==> src/rtl/sccb_init_seq.sv <==
// Table-driven SCCB bring-up sequencer: walks a register table and drives the bridge
// master port with writes, timed delays and read-verify transactions.
module sccb_init_seq #(
    parameter int unsigned TBL_AW     = 8,
    parameter logic [6:0]  DEV_ID     = 7'h21,
    parameter logic [15:0] DELAY_TICK = 16'd1000,
    parameter logic [19:0] TIMEOUT    = 20'd200000
) (
    input  logic              sccb_clk,
    input  logic              sccb_reset,
    input  logic              start,
    output logic [TBL_AW-1:0] tbl_addr,
    input  logic [19:0]       tbl_data,
    output logic [2:0]        mcmd,
    output logic [14:0]       maddr,
    output logic [7:0]        mdata,
    input  logic              scmdaccept,
    input  logic [1:0]        sresp,
    input  logic [7:0]        sdata,
    output logic              busy,
    output logic              done,
    output logic              err,
    output logic [1:0]        err_code,
    output logic [TBL_AW-1:0] err_index
);

    typedef enum logic [2:0] {
        S_IDLE   = 3'd0,
        S_FETCH  = 3'd1,
        S_DECODE = 3'd2,
        S_ISSUE  = 3'd3,
        S_WAIT   = 3'd4,
        S_DELAY  = 3'd5,
        S_DONE   = 3'd6,
        S_ERROR  = 3'd7
    } state_e;

    localparam logic [1:0] OP_WR      = 2'b00;
    localparam logic [1:0] OP_DLY     = 2'b01;
    localparam logic [1:0] OP_RD      = 2'b10;
    localparam logic [1:0] OP_END     = 2'b11;
    localparam logic [2:0] CMD_NONE   = 3'b000;
    localparam logic [2:0] CMD_WR     = 3'b001;
    localparam logic [2:0] CMD_RD     = 3'b010;
    localparam logic [1:0] RESP_DVA   = 2'b01;
    localparam logic [1:0] EC_TMO     = 2'b01;
    localparam logic [1:0] EC_VERIFY  = 2'b10;
    localparam logic [1:0] EC_OVERRUN = 2'b11;
    localparam logic [TBL_AW-1:0] IDX_ZERO = {TBL_AW{1'b0}};
    localparam logic [TBL_AW-1:0] IDX_ONE  = {{(TBL_AW-1){1'b0}}, 1'b1};
    localparam logic [TBL_AW-1:0] IDX_LAST = {TBL_AW{1'b1}};

    state_e            state_q, state_d;
    logic [TBL_AW-1:0] tbl_addr_q, tbl_addr_d, err_index_q, err_index_d;
    logic [2:0]        mcmd_q, mcmd_d, cmd_q, cmd_d;
    logic [14:0]       maddr_q, maddr_d;
    logic [7:0]        mdata_q, mdata_d, exp_q, exp_d, cap_q, cap_d;
    logic              got_q, got_d, is_rd_q, is_rd_d;
    logic              busy_q, busy_d, done_q, done_d, err_q, err_d;
    logic [1:0]        err_code_q, err_code_d;
    logic [19:0]       tmo_q, tmo_d;
    logic [31:0]       dly_q, dly_d;

    logic [1:0]  op_s;
    logic [31:0] dly_prod_s;
    logic [7:0]  rd_byte_s;
    logic        idle_like_s, tmo_hit_s, dva_s, rd_ok_s;
    state_e      adv_state_s;

    assign op_s        = tbl_data[19:18];
    assign dly_prod_s  = {16'h0000, tbl_data[15:0]} * {16'h0000, DELAY_TICK};
    assign idle_like_s = (state_q == S_IDLE) || (state_q == S_DONE) || (state_q == S_ERROR);
    assign adv_state_s = (tbl_addr_q == IDX_LAST) ? S_ERROR : S_FETCH;
    assign tmo_hit_s   = (tmo_q == (TIMEOUT - 20'd1));
    assign dva_s       = (sresp == RESP_DVA);
    // A DVA landing in the same cycle the bridge frees up still counts as the read data.
    assign rd_byte_s   = got_q ? cap_q : sdata;
    assign rd_ok_s     = (got_q || dva_s) && (rd_byte_s == exp_q);

    // State and datapath registers.
    always_ff @(posedge sccb_clk) begin
        if (sccb_reset) begin
            state_q     <= S_IDLE;
            tbl_addr_q  <= IDX_ZERO;
            err_index_q <= IDX_ZERO;
            mcmd_q      <= CMD_NONE;
            cmd_q       <= CMD_NONE;
            maddr_q     <= 15'h0000;
            mdata_q     <= 8'h00;
            exp_q       <= 8'h00;
            cap_q       <= 8'h00;
            got_q       <= 1'b0;
            is_rd_q     <= 1'b0;
            busy_q      <= 1'b0;
            done_q      <= 1'b0;
            err_q       <= 1'b0;
            err_code_q  <= 2'b00;
            tmo_q       <= 20'd0;
            dly_q       <= 32'd0;
        end else begin
            state_q     <= state_d;
            tbl_addr_q  <= tbl_addr_d;
            err_index_q <= err_index_d;
            mcmd_q      <= mcmd_d;
            cmd_q       <= cmd_d;
            maddr_q     <= maddr_d;
            mdata_q     <= mdata_d;
            exp_q       <= exp_d;
            cap_q       <= cap_d;
            got_q       <= got_d;
            is_rd_q     <= is_rd_d;
            busy_q      <= busy_d;
            done_q      <= done_d;
            err_q       <= err_d;
            err_code_q  <= err_code_d;
            tmo_q       <= tmo_d;
            dly_q       <= dly_d;
        end
    end

    // Next-state selection.
    always_comb begin
        state_d = state_q;
        case (state_q)
            S_IDLE, S_DONE, S_ERROR: begin
                if (start) state_d = S_FETCH;
                else       state_d = state_q;
            end
            S_FETCH: state_d = S_DECODE;
            S_DECODE: begin
                case (op_s)
                    OP_END:  state_d = S_DONE;
                    OP_DLY:  state_d = (tbl_data[15:0] == 16'd0) ? adv_state_s : S_DELAY;
                    default: state_d = S_ISSUE;
                endcase
            end
            S_ISSUE: begin
                if (tmo_hit_s)                                   state_d = S_ERROR;
                else if ((mcmd_q != CMD_NONE) && !scmdaccept)    state_d = S_WAIT;
                else                                             state_d = S_ISSUE;
            end
            S_WAIT: begin
                if (tmo_hit_s)                   state_d = S_ERROR;
                else if (!scmdaccept)            state_d = S_WAIT;
                else if (is_rd_q && !rd_ok_s)    state_d = S_ERROR;
                else                             state_d = adv_state_s;
            end
            S_DELAY: begin
                if (dly_q == 32'd1) state_d = adv_state_s;
                else                state_d = S_DELAY;
            end
            default: state_d = S_IDLE;
        endcase
    end

    // Datapath and registered-output updates, keyed on the current state and the chosen transition.
    always_comb begin
        tbl_addr_d  = tbl_addr_q;
        err_index_d = err_index_q;
        mcmd_d      = mcmd_q;
        cmd_d       = cmd_q;
        maddr_d     = maddr_q;
        mdata_d     = mdata_q;
        exp_d       = exp_q;
        cap_d       = cap_q;
        got_d       = got_q;
        is_rd_d     = is_rd_q;
        busy_d      = busy_q;
        done_d      = done_q;
        err_d       = err_q;
        err_code_d  = err_code_q;
        tmo_d       = tmo_q;
        dly_d       = dly_q;
        case (state_q)
            S_IDLE, S_DONE, S_ERROR: begin
                if (start) begin
                    tbl_addr_d = IDX_ZERO;
                    busy_d     = 1'b1;
                    done_d     = 1'b0;
                    err_d      = 1'b0;
                    err_code_d = 2'b00;
                end else begin
                    busy_d = busy_q;
                end
            end
            S_DECODE: begin
                tmo_d = 20'd0;
                got_d = 1'b0;
                if ((op_s == OP_WR) || (op_s == OP_RD)) begin
                    is_rd_d = (op_s == OP_RD);
                    cmd_d   = (op_s == OP_RD) ? CMD_RD : CMD_WR;
                    maddr_d = {DEV_ID, tbl_data[15:8]};
                    mdata_d = (op_s == OP_WR) ? tbl_data[7:0] : 8'h00;
                    exp_d   = tbl_data[7:0];
                    // Only raise the command while the bridge reports itself idle.
                    if (scmdaccept) mcmd_d = (op_s == OP_RD) ? CMD_RD : CMD_WR;
                    else            mcmd_d = CMD_NONE;
                end else begin
                    dly_d = dly_prod_s;
                end
            end
            S_ISSUE: begin
                tmo_d = tmo_q + 20'd1;
                if (mcmd_q == CMD_NONE) mcmd_d = scmdaccept ? cmd_q : CMD_NONE;
                else if (!scmdaccept)   mcmd_d = CMD_NONE;
                else                    mcmd_d = mcmd_q;
            end
            S_WAIT: begin
                tmo_d = tmo_q + 20'd1;
                if (is_rd_q && dva_s && !got_q) begin
                    cap_d = sdata;
                    got_d = 1'b1;
                end else begin
                    got_d = got_q;
                end
            end
            S_DELAY: dly_d = dly_q - 32'd1;
            default: dly_d = dly_q;
        endcase

        if (!idle_like_s && (state_d == S_FETCH)) tbl_addr_d = tbl_addr_q + IDX_ONE;
        else                                      tbl_addr_d = tbl_addr_d;

        if ((state_q != S_ERROR) && (state_d == S_ERROR)) begin
            err_d       = 1'b1;
            busy_d      = 1'b0;
            mcmd_d      = CMD_NONE;
            err_index_d = tbl_addr_q;
            if (((state_q == S_ISSUE) || (state_q == S_WAIT)) && tmo_hit_s) err_code_d = EC_TMO;
            else if ((state_q == S_WAIT) && is_rd_q && !rd_ok_s)            err_code_d = EC_VERIFY;
            else                                                            err_code_d = EC_OVERRUN;
        end else begin
            err_d = err_d;
        end

        if ((state_q == S_DECODE) && (state_d == S_DONE)) begin
            done_d = 1'b1;
            busy_d = 1'b0;
        end else begin
            done_d = done_d;
        end
    end

    assign tbl_addr  = tbl_addr_q;
    assign mcmd      = mcmd_q;
    assign maddr     = maddr_q;
    assign mdata     = mdata_q;
    assign busy      = busy_q;
    assign done      = done_q;
    assign err       = err_q;
    assign err_code  = err_code_q;
    assign err_index = err_index_q;

endmodule
==> config.mk <==
export PLATFORM = sky130hd
export DESIGN_NAME = sccb_init_seq
export DESIGN_NICKNAME = d
export VERILOG_FILES = /design/src/rtl/sccb_init_seq.sv
export SDC_FILE = /design/constraint.sdc
export NUM_CORES = 1
export LEC_CHECK = 0
export CORE_ASPECT_RATIO = 1.1
export CORE_UTILIZATION = 35
export DETAILED_ROUTE_END_ITERATION = 7
export HOLD_SLACK_MARGIN = 0.08
export SLEW_MARGIN = 15
export SYNTH_ARGS = -nofsm -noshare
export SYNTH_HDL_FRONTEND = slang
export SYNTH_SLANG_ARGS = --single-unit
==> constraint.sdc <==
create_clock -name sccb_clk -period 5.8 [get_ports sccb_clk]
set_clock_uncertainty 0.05 [all_clocks]
set_input_delay 1.16 -clock sccb_clk [delete_from_list [all_inputs] [get_ports sccb_clk]]
set_output_delay 1.16 -clock sccb_clk [all_outputs]
set_load 0.1 [all_outputs]
==> impl_metrics.csv <==
group,metric,value,unit
sta,timing.fmax,179.5,MHz
sta,maxSlewHeadroom,31.67,%
setup_path,slowest_delay,590,ps
sta,fin_crit,5570,ps
clock_tree,clk_latency,420,ps
drt,num_vias,7497,
setup_path,ff2ff_path_depth,9,
layout,final_common_cell,"dfxtp_1",
layout,finish.utilization,44.24,%
setup_path,cpMaxStageDelayCell,"fa_1",
worst_hold_path,hold_class,"reg2reg",
layout,final_cell_mix,"dfxtp_1 (114), nor2_1 (102), nand2_1 (102)",
clock_tree,cts_hold_buf,0,
global_route,antenna_found_initial,0,
clock_tree,htreeDepth,4,
sta,finalMaxSlewViolations,0,
setup_path,timing.critical_path.mode_cell,"fa_1",
synthesis,ys_async_sr_fraction,0,%
setup_path,critPathRequiredTime,6000,ps
clock_tree,clock-sinks,114,
synthesis,synth_warnings,0,
die,fp.dieH,166.7,microns
sta,final-setup-viol-count,0,
die,rows,59,
sta,holdWs,401.3,ps
drt,drtIter0Drc,290,
pwr,p_leak,4.310,nW
run,max_cap_viol_count,0,
layout,drive_gt1_share,12.33,%
synthesis,synth_edf_count,0,
worst_hold_path,holdPathEnd,"mdata[7]",
place,routabilityCongestion,0.7850,
pwr,total_power,0.004715,W
setup_path,critical_path_class,"in2reg",
worst_hold_path,min_from,"mdata[7]",
setup_path,arrival,5770,ps
synthesis,ys_types,76,
setup_path,critPathCaptureType,"flop",
worst_hold_path,whs_path_depth,2,
synthesis,synth_ff_type,"dfxtp_1",
sta,period_share,96.04,%
clock_tree,cts_inserted_buffers,17,
setup_path,cp_max_fo,5,
layout,nets,1284,
synthesis,synth_cells,1018,
setup_path,start_kind,"input port",
drt,vias_per_cell,5.174,
synthesis,synthesis.area,8632,sq um
synthesis,avgSynthCellArea,8.479,sq um
die,core_area,23920,sq um
die,design.die.area,25300,sq um
global_route,grt_pass1_vias,7263,
sta,hold_viol,0,
drt,drc_errors,0,
layout,num-fill-cells,2414,
pwr,peakVddDrop,0.2116,mV
place,port_buffers,72,
drt,wirelength,20660,microns
clock_tree,clk_pin_slew,60,ps
die,die_x,151.7,microns
global_route,grt_usage,17.24,%
place,hpwl,15510,microns
setup_path,r2r_slack,2470,ps
clock_tree,cts_tree,"built",
global_route,grt_start_max_net_pins,58,
layout,diodes,0,
die,start_util,36.09,%
synthesis,yosysSeqAreaShare,26.44,%
layout,syn2layout_area_growth,22.58,%
drt,drt-pass1-iter-count,7,
drt,wl_per_cell,14.25,microns
global_route,grt_overflow_total,0,
setup_path,reg2reg_from,"state_q[2]",
sta,tightestPinTransition,1022,ps
die,io_pins,81,
clock_tree,clock_path_buffers,2,
sta,rsz0062_at_grt,"no",
setup_path,crit_chain,"clkdlybuf4s50_1, inv_1, fa_1, fa_1, fa_1, fa_1, inv_1, ha_1, buf_4, a21o_1, a21oi_1, nor3b_1, a21o_1, o2111ai_1, a21oi_1, xor2_1, a211oi_1",
status,status,"finished clean",
clock_tree,root_buffer,"clkbuf_16",
drt,detail-route-antenna-nets,0,
pwr,power_density,445.6,nW/um^2
global_route,grt_pass1_wl,35260,microns
clock_tree,postCtsSetupBuffers,0,
synthesis,synth-seq-cells,114,
setup_path,regToRegEndpoint,"err_code[1]",
clock_tree,cts_resized,0,
## worst max-delay path by stage
| stage | start | end | cells past startpoint |
|---|---|---|---|
| after floorplan | tbl_data[6] | dly_q[21] | 16 |
| after global placement | tbl_data[6] | dly_q[23] | 16 |
| after detailed placement | tbl_data[6] | dly_q[23] | 16 |
| after CTS | tbl_data[6] | dly_q[23] | 16 |
| after global routing | tbl_data[1] | dly_q[24] | 20 |
| final | tbl_data[4] | dly_q[24] | 17 |
## registers in the layout, indices dropped and copies added (netlist names), 2 cells and up
register and flops:
dly_q 32, tmo_q 20, maddr 9, cap_q 8
err_index 8, exp_q 8, mdata 8, tbl_addr 8
state_q 3, err_code 2, mcmd 2
## critical path, delay by kind of cell
family	cells	cell delay, ps
xor gates and xnor gates	1	160
adders and majority gates	5	2360
buffers and inverters	4	830
and+or+nand+nor	1	270
AOI/OAI and AO/OA	6	980
## layout make-up
type                       count  area, sq um  area share, %
clock buffer                  19        452.9          4.280
clock inverter                13        102.6         0.9696
inverter                      88        330.3          3.122
multi-input combinational    773         5826          55.06
sequential                   114         2282          21.57
tap                          305        381.6          3.606
timing repair buffer         137         1206          11.40
## routing by layer
layer  vias up  global-route usage (%)  wire length (microns)
li1       3785                       -                      -
met1      3555                   22.90                   9640
met2       145                   28.68                  10100
met3        12                   3.151                    762
met4         0                   3.917                    154
met5         -                       0                      0
## synth_stat cells, drive strengths merged (3+ instances only)
cell / count / area (sq um)
o21bai: 4 / 30.03
o221ai: 3 / 26.28
or2: 8 / 50.05
o31ai: 3 / 22.52
xor2: 10 / 87.58
clkbuf: 36 / 135.1
or4: 3 / 22.52
nand4: 15 / 93.84
buf: 12 / 92.59
o21ai: 30 / 150.1
a22oi: 4 / 30.03
fa: 54 / 1081
a21oi: 86 / 430.4
dfxtp: 114 / 2282
a32oi: 3 / 26.28
ha: 65 / 813.3
nor4b: 4 / 50.05
o311ai: 5 / 43.79
nand2b: 7 / 43.79
and2: 5 / 31.28
o211ai: 9 / 67.56
nand3: 38 / 195.2
o21a: 5 / 37.54
nand3b: 6 / 45.04
and4: 3 / 28.78
inv: 88 / 330.3
a31oi: 8 / 65.06
or3: 22 / 137.6
nor2: 102 / 382.9
nor2b: 3 / 18.77
xnor2: 17 / 148.9
a2111oi: 4 / 53.81
nand2: 103 / 394.1
and3: 7 / 43.79
nor3b: 3 / 22.52
a311oi: 3 / 26.28
nor4: 16 / 133.9
mux2: 8 / 93.84
nand4b: 3 / 26.28
a21o: 10 / 75.07
mux2i: 26 / 260.3
a211oi: 13 / 110.1
nor3: 27 / 161.4
## cells by family after synthesis
family | count (synthesis) | share of synthesized area (%)
xor gates and xnor gates | 27 | 2.739
adders and majority gates | 119 | 21.95
DFF | 114 | 26.44
muxes | 34 | 4.102
AOI/OAI and AO/OA | 206 | 15.70
buffers and inverters | 136 | 6.465
other | 1 | 0.04344
and+or+nand+nor | 381 | 22.57
## report_power, final
part           switching (W)  internal, W
registers           0.000114     0.000874
logic                0.00161      0.00114
clock network       0.000405     0.000573
## metrics by stage
stage          TNS [ps]  setup slack (ps)  instances  area, sq um
6_report              0             229.7       1449        10580
5_1_grt               0             3.799       1449        10580
4_1_cts               0             150.3       1449        10570
3_5_place_dp      -1600            -275.2       1417        10010
3_3_place_gp      -1433            -278.2       1417        10010
2_1_floorplan         0             424.9       1023         8651
(Power assumes the default switching activity.)
